`config.mk`:
```
export PLATFORM = sky130hd
export DESIGN_NAME = vga_fb_arbiter
export DESIGN_NICKNAME = d
export VERILOG_FILES = /design/src/rtl/vga_fb_arbiter.sv
export SDC_FILE = /design/constraint.sdc
export NUM_CORES = 1
export LEC_CHECK = 0
export CORE_MARGIN = 2
export CORE_UTILIZATION = 48
export CTS_CLUSTER_DIAMETER = 40
export CTS_CLUSTER_SIZE = 28
export DETAILED_ROUTE_END_ITERATION = 8
export GPL_ROUTABILITY_DRIVEN = 1
export PLACE_DENSITY = 0.8
export RECOVER_POWER = 100
export SKIP_CTS_REPAIR_TIMING = 1
export SLEW_MARGIN = 20
export SYNTH_ARGS = -nofsm -noshare
export SYNTH_HDL_FRONTEND = slang
export SYNTH_SLANG_ARGS = --single-unit
```
`constraint.sdc`:
```
create_clock -name clk -period 2.6 [get_ports clk]
set_clock_uncertainty 0.2 [all_clocks]
set_input_delay 0.52 -clock clk [delete_from_list [all_inputs] [get_ports clk]]
set_output_delay 0.52 -clock clk [all_outputs]
set_load 0.01 [all_outputs]
```
`src/rtl/vga_fb_arbiter.sv`:
```
// rtl/vga_fb_arbiter.sv - vertical timing plus display/writer framebuffer arbiter
//
// Purpose:
//   Generates vertical sync/active timing from end-of-line pulses and arbitrates
//   a single-port framebuffer between the display fetch path (strict priority)
//   and a request/acknowledge pixel writer.
//
// Ports:
//   clk, rst              pixel clock, asynchronous active-high reset
//   ena_line              one-cycle end-of-line pulse from horizontal timing
//   h_display             horizontal active-video flag from horizontal timing
//   wr_req/addr/data      writer request, held until wr_ack
//   wr_ack, wr_err        one-cycle grant; wr_err marks a dropped out-of-range write
//   mem_addr/we/wdata     framebuffer port; mem_rdata returns one cycle later
//   pix_data, pix_valid   fetched pixel to the display
//   v_sync, v_display     vertical sync (active low) and vertical active flag
//   frame_start           one-cycle pulse after the frame wraps

module vga_fb_arbiter #(
    parameter int H_ACTIVE     = 640,
    parameter int V_ACTIVE     = 480,
    parameter int V_TOTAL      = 525,
    parameter int V_SYNC_LINES = 2,
    parameter int V_BP_LINES   = 33
) (
    input  logic        clk,
    input  logic        rst,
    input  logic        ena_line,
    input  logic        h_display,
    input  logic        wr_req,
    input  logic [18:0] wr_addr,
    input  logic [7:0]  wr_data,
    output logic        wr_ack,
    output logic        wr_err,
    output logic [18:0] mem_addr,
    output logic        mem_we,
    output logic [7:0]  mem_wdata,
    input  logic [7:0]  mem_rdata,
    output logic [7:0]  pix_data,
    output logic        pix_valid,
    output logic        v_sync,
    output logic        v_display,
    output logic        frame_start
);

    localparam int          FB_SIZE      = H_ACTIVE * V_ACTIVE;
    localparam logic [18:0] FB_SIZE_W    = 19'(FB_SIZE);
    localparam logic [18:0] FB_LAST      = 19'(FB_SIZE - 1);
    localparam logic [9:0]  V_LAST       = 10'(V_TOTAL - 1);
    localparam logic [9:0]  V_SYNC_END   = 10'(V_SYNC_LINES);
    localparam logic [9:0]  V_DISP_START = 10'(V_SYNC_LINES + V_BP_LINES);
    localparam logic [9:0]  V_DISP_END   = 10'(V_SYNC_LINES + V_BP_LINES + V_ACTIVE);

    typedef enum logic [1:0] {
        ST_IDLE  = 2'd0,
        ST_FETCH = 2'd1,
        ST_WRITE = 2'd2
    } state_t;

    state_t      r_state;
    state_t      w_state_nxt;

    logic [9:0]  r_v_cnt;
    logic [9:0]  w_v_cnt_nxt;
    logic        r_v_sync;
    logic        r_v_display;
    logic        r_frame_start;

    logic [18:0] r_pix_cnt;
    logic        r_pix_valid;

    logic [18:0] r_mem_addr_hold;
    logic [7:0]  r_mem_wdata_hold;

    logic        w_da;
    logic [18:0] w_mem_addr;
    logic [7:0]  w_mem_wdata;
    logic        w_mem_we;
    logic        w_wr_ack;
    logic        w_wr_err;

    // ------------------------------------------------------------------
    // Vertical timing
    // ------------------------------------------------------------------
    always_comb begin
        w_v_cnt_nxt = r_v_cnt;
        if (ena_line) begin
            if (r_v_cnt == V_LAST) begin
                w_v_cnt_nxt = 10'd0;
            end else begin
                w_v_cnt_nxt = r_v_cnt + 10'd1;
            end
        end
    end

    // Sync and active flags are decoded from the next line count so they
    // change in the same cycle as v_cnt rather than one cycle behind it.
    always_ff @(posedge clk or posedge rst) begin
        if (rst) begin
            r_v_cnt       <= 10'd0;
            r_v_sync      <= 1'b0;
            r_v_display   <= 1'b0;
            r_frame_start <= 1'b0;
        end else begin
            r_v_cnt       <= w_v_cnt_nxt;
            r_v_sync      <= (w_v_cnt_nxt >= V_SYNC_END);
            r_v_display   <= (w_v_cnt_nxt >= V_DISP_START) && (w_v_cnt_nxt < V_DISP_END);
            r_frame_start <= ena_line && (r_v_cnt == V_LAST);
        end
    end

    // ------------------------------------------------------------------
    // Arbiter FSM
    // ------------------------------------------------------------------
    assign w_da = h_display & r_v_display;

    // Display always wins; a writer only gets the port in blanking, and
    // never two WRITE cycles back to back.
    always_comb begin
        w_state_nxt = ST_IDLE;
        if (w_da) begin
            w_state_nxt = ST_FETCH;
        end else if ((r_state != ST_WRITE) && wr_req) begin
            w_state_nxt = ST_WRITE;
        end
    end

    always_ff @(posedge clk or posedge rst) begin
        if (rst) begin
            r_state <= ST_IDLE;
        end else begin
            r_state <= w_state_nxt;
        end
    end

    // Port outputs decode straight from the state register so that an
    // asynchronous reset removes a WRITE grant immediately.
    always_comb begin
        w_mem_addr  = r_mem_addr_hold;
        w_mem_wdata = r_mem_wdata_hold;
        w_mem_we    = 1'b0;
        w_wr_ack    = 1'b0;
        w_wr_err    = 1'b0;
        case (r_state)
            ST_FETCH: begin
                w_mem_addr = r_pix_cnt;
            end
            ST_WRITE: begin
                w_mem_addr  = wr_addr;
                w_mem_wdata = wr_data;
                w_wr_ack    = 1'b1;
                if (wr_addr < FB_SIZE_W) begin
                    w_mem_we = 1'b1;
                end else begin
                    w_wr_err = 1'b1;
                end
            end
            default: begin
            end
        endcase
    end

    // ------------------------------------------------------------------
    // Fetch address counter, held port values, read-data qualifier
    // ------------------------------------------------------------------
    always_ff @(posedge clk or posedge rst) begin
        if (rst) begin
            r_pix_cnt        <= 19'd0;
            r_pix_valid      <= 1'b0;
            r_mem_addr_hold  <= 19'd0;
            r_mem_wdata_hold <= 8'd0;
        end else begin
            if (r_frame_start) begin
                r_pix_cnt <= 19'd0;
            end else if ((r_state == ST_FETCH) && (r_pix_cnt != FB_LAST)) begin
                r_pix_cnt <= r_pix_cnt + 19'd1;
            end
            r_pix_valid      <= (r_state == ST_FETCH);
            r_mem_addr_hold  <= w_mem_addr;
            r_mem_wdata_hold <= w_mem_wdata;
        end
    end

    assign mem_addr    = w_mem_addr;
    assign mem_wdata   = w_mem_wdata;
    assign mem_we      = w_mem_we;
    assign wr_ack      = w_wr_ack;
    assign wr_err      = w_wr_err;
    assign pix_valid   = r_pix_valid;
    assign pix_data    = r_pix_valid ? mem_rdata : 8'd0;
    assign v_sync      = r_v_sync;
    assign v_display   = r_v_display;
    assign frame_start = r_frame_start;

endmodule
```
==> impl_metrics.py <==
metrics = {
    "cts": {
        "clkTransAtPathRegs_ps": 70,
        "root_buffer": "clkbuf_8",
        "cts_tree": "built",
        "cts_sinks": 62,
        "htreeDepth": 3,
        "clk-insertion-delay-late_ps": 330,
        "cts_buffers": 9,
        "cts_buffer_depth": 2,
    },
    "timing": {
        "rsz0062_at_grt": "no",
        "tns_ps": 0,
        "min_period_ps": 2483,
        "hold_viol": 0,
        "setup_slack_ps": 116.9,
        "slew_viol_final": 0,
        "tightest_slew_ps": 793.4,
        "post-route-period-util_pct": 95.50,
        "slew_headroom_pct": 47.05,
        "setup_viol": 0,
        "fmax_mhz": 402.7,
    },
    "grt": {
        "track_usage_pct": 22.46,
        "grt_pass1_vias": 2531,
        "grt_antenna_before_repair": 0,
        "grt_max_degree": 39,
        "grt-ovfl-total": 0,
        "grt_first_pass_wirelength_um": 12490,
    },
    "placement": {
        "place_area_um2": 4016,
        "dp_cells": 456,
        "place_ws_ps": -238.6,
        "dpl.hpwl_um": 5130,
        "gp_congestion": 0.8622,
        "io_buffers": 81,
    },
    "routing": {
        "viasPerCell": 5.514,
        "drt-initial-drc-count": 177,
        "ant_nets": 0,
        "wl_um": 7680,
        "routedWlPerCell_um": 16.24,
        "drc": 0,
        "routed-via-count": 2608,
        "first_pass_iters": 4,
    },
    "layout": {
        "nets": 438,
        "fin_cells": 473,
        "drive_gt1_share_pct": 10.30,
        "antenna_cells": 0,
        "nFillCells": 450,
        "fin_area_um2": 4139,
        "multi_input_area_um2": 1345,
        "seq_area_um2": 1551,
        "area_growth_pct": 38.12,
    },
    "worst_hold_path": {
        "hold_start": "r_mem_addr_hold[17]",
        "hold_path.class": "reg2reg",
    },
    "pwr": {
        "p_leak_nw": 2.030,
        "irDropWorstVdd_mv": 0.5244,
        "powerDensity_nw_per_um2": 836.4,
        "total_power_mw": 3.462,
    },
    "setup_path": {
        "rr_startpoint": "r_v_cnt[0]",
        "crit_path_start": "r_state[0]",
        "arrival_ps": 1760,
        "crit_type": "reg2out",
        "required_ps": 1880,
        "path_max_fanout": 19,
        "critPathCaptureType": "output port",
        "cp-start-kind": "flop",
    },
    "synth": {
        "synth_nets": 341,
        "synthArstFlopShare_pct": 100.0,
        "synth_flop_cell": "dfrtp_1",
        "syn_area_per_cell_um2": 10.12,
        "synth_edf_count": 0,
        "ys_seq_area_share_pct": 51.77,
        "yosysWarnings": 0,
        "ys_ff_latch": 62,
        "yosys.cell_types.count": 36,
        "syn-cell-area_um2": 2997,
        "netlist_instances": 296,
    },
    "floorplanning": {
        "core_um2": 5991,
        "fp.dieW_um": 83.01,
        "fp.dieH_um": 83.01,
        "die_area_um2": 6891,
        "num_rows": 28,
        "initial_core_util_pct": 50.02,
        "pin_count": 82,
    },
    "status": {
        "status": "finished clean",
    },
    "flow_run": {
        "cap_violations": 0,
    },
}
## metrics by stage
step	hold WS (ps)	util, %
2_1_floorplan	310.0	-
3_3_place_gp	276.6	67.04
3_5_place_dp	285.5	67.04
4_1_cts	302.3	70.22
5_1_grt	315.6	69.09
6_report	294.4	69.09
## flip-flops by register name, summed over array words and instances, names as in the netlist
name,cells
frame_start,1
pix_valid,1
r_mem_addr_hold,19
r_mem_wdata_hold,8
r_pix_cnt,19
r_state,2
r_v_cnt,10
v_display,1
v_sync,1
## synthesized netlist by cell type (all sizes together), types with 2 or more instances
master  number  share of area (%)
dfrtp       62                 52
nor2        34                4.3
nand2       31                3.9
o21ai       20                3.3
a22oi       19                4.8
xor2        17                5.0
nand3       13                2.2
and2        12                2.5
clkbuf      11                1.4
and3         9                1.9
xnor2        9                2.6
mux2         8                3.0
nand4        8                1.7
inv          7               0.88
ha           5                2.1
and4         4                1.2
a211oi       3               0.75
buf          3               0.54
mux2i        3                1.0
nor3b        3               0.75
a21oi        2               0.33
nand2b       2               0.50
o21a         2               0.50
## path summary, 6_finish.rpt
kind / end / slack [ps] / cells past startpoint
worst max-delay path: mem_addr[7] / 120 / 5
worst min-delay path: r_mem_addr_hold[17] / 290 / 2
worst max register to register: v_display / 500 / 6
worst min register to register: r_mem_addr_hold[17] / 290 / 2
max in group asynchronous: r_mem_addr_hold[16] / 560 / 3
min in group asynchronous: r_v_cnt[8] / 580 / 2
## kinds of logic after synthesis
family                     share of synthesized area, %
xor gates and xnor gates                          7.599
AOI/OAI and AO/OA                                 11.52
DFF                                               51.77
muxes                                             4.009
adders and majority gates                         2.088
and+or+nand+nor                                   20.21
buffers and inverters                             2.797
## metal layers
metal | routed length, µm | GRT usage [%] | vias to the layer above | share of wire [%]
met4 | 75 | 7.452 | 0 | 0.98
met3 | 575 | 5.964 | 9 | 7.5
met2 | 3574 | 34.09 | 108 | 47
met5 | 0 | 0 | - | 0
met1 | 3455 | 31.40 | 1269 | 45
li1 | - | - | 1222 | -
## final cells by class
type                       count  share of cell area (%)
clock buffer                  10                   3.083
clock inverter                 6                   1.511
inverter                       7                  0.6348
multi-input combinational    213                   32.50
sequential                    62                   37.48
tap                           75                   2.267
timing repair buffer         100                   22.52
## placed cells by master, fill, tap and decap left out, types with 3 or more instances in the layout
cell,Yosys,routed
a211oi_1,3,3
a22oi_1,19,19
and2_1,12,10
and3_1,8,8
and4_1,4,4
buf_4,1,9
clkbuf_1,11,19
clkbuf_8,0,9
clkdlybuf4s50_1,0,38
clkinv_2,0,3
dfrtp_1,62,62
dlygate4sd3_1,0,14
dlymetal6s2s_1,0,15
ha_1,5,4
inv_1,7,7
mux2_2,8,6
mux2i_1,3,3
nand2_1,31,31
nand3_1,13,13
nand4_1,8,8
nor2_1,34,34
nor3b_1,3,3
o21ai_0,20,8
o21ai_1,0,12
xnor2_1,9,9
xor2_1,17,17
## critical path, stage by stage, from the launching register on
cell and delay [ps]:
dfrtp_1 390, inv_1 70, ha_2 310, clkbuf_16 190, o21ai_0 260, clkbuf_1 210
## power by group
group          leakage [nW]  internal (mW)  switching, mW  total, mW
registers             0.816           1.23          0.168       1.40
logic                  1.11          0.611          0.630       1.24
clock network         0.100          0.441          0.378      0.819
(Power assumes the default switching activity.)
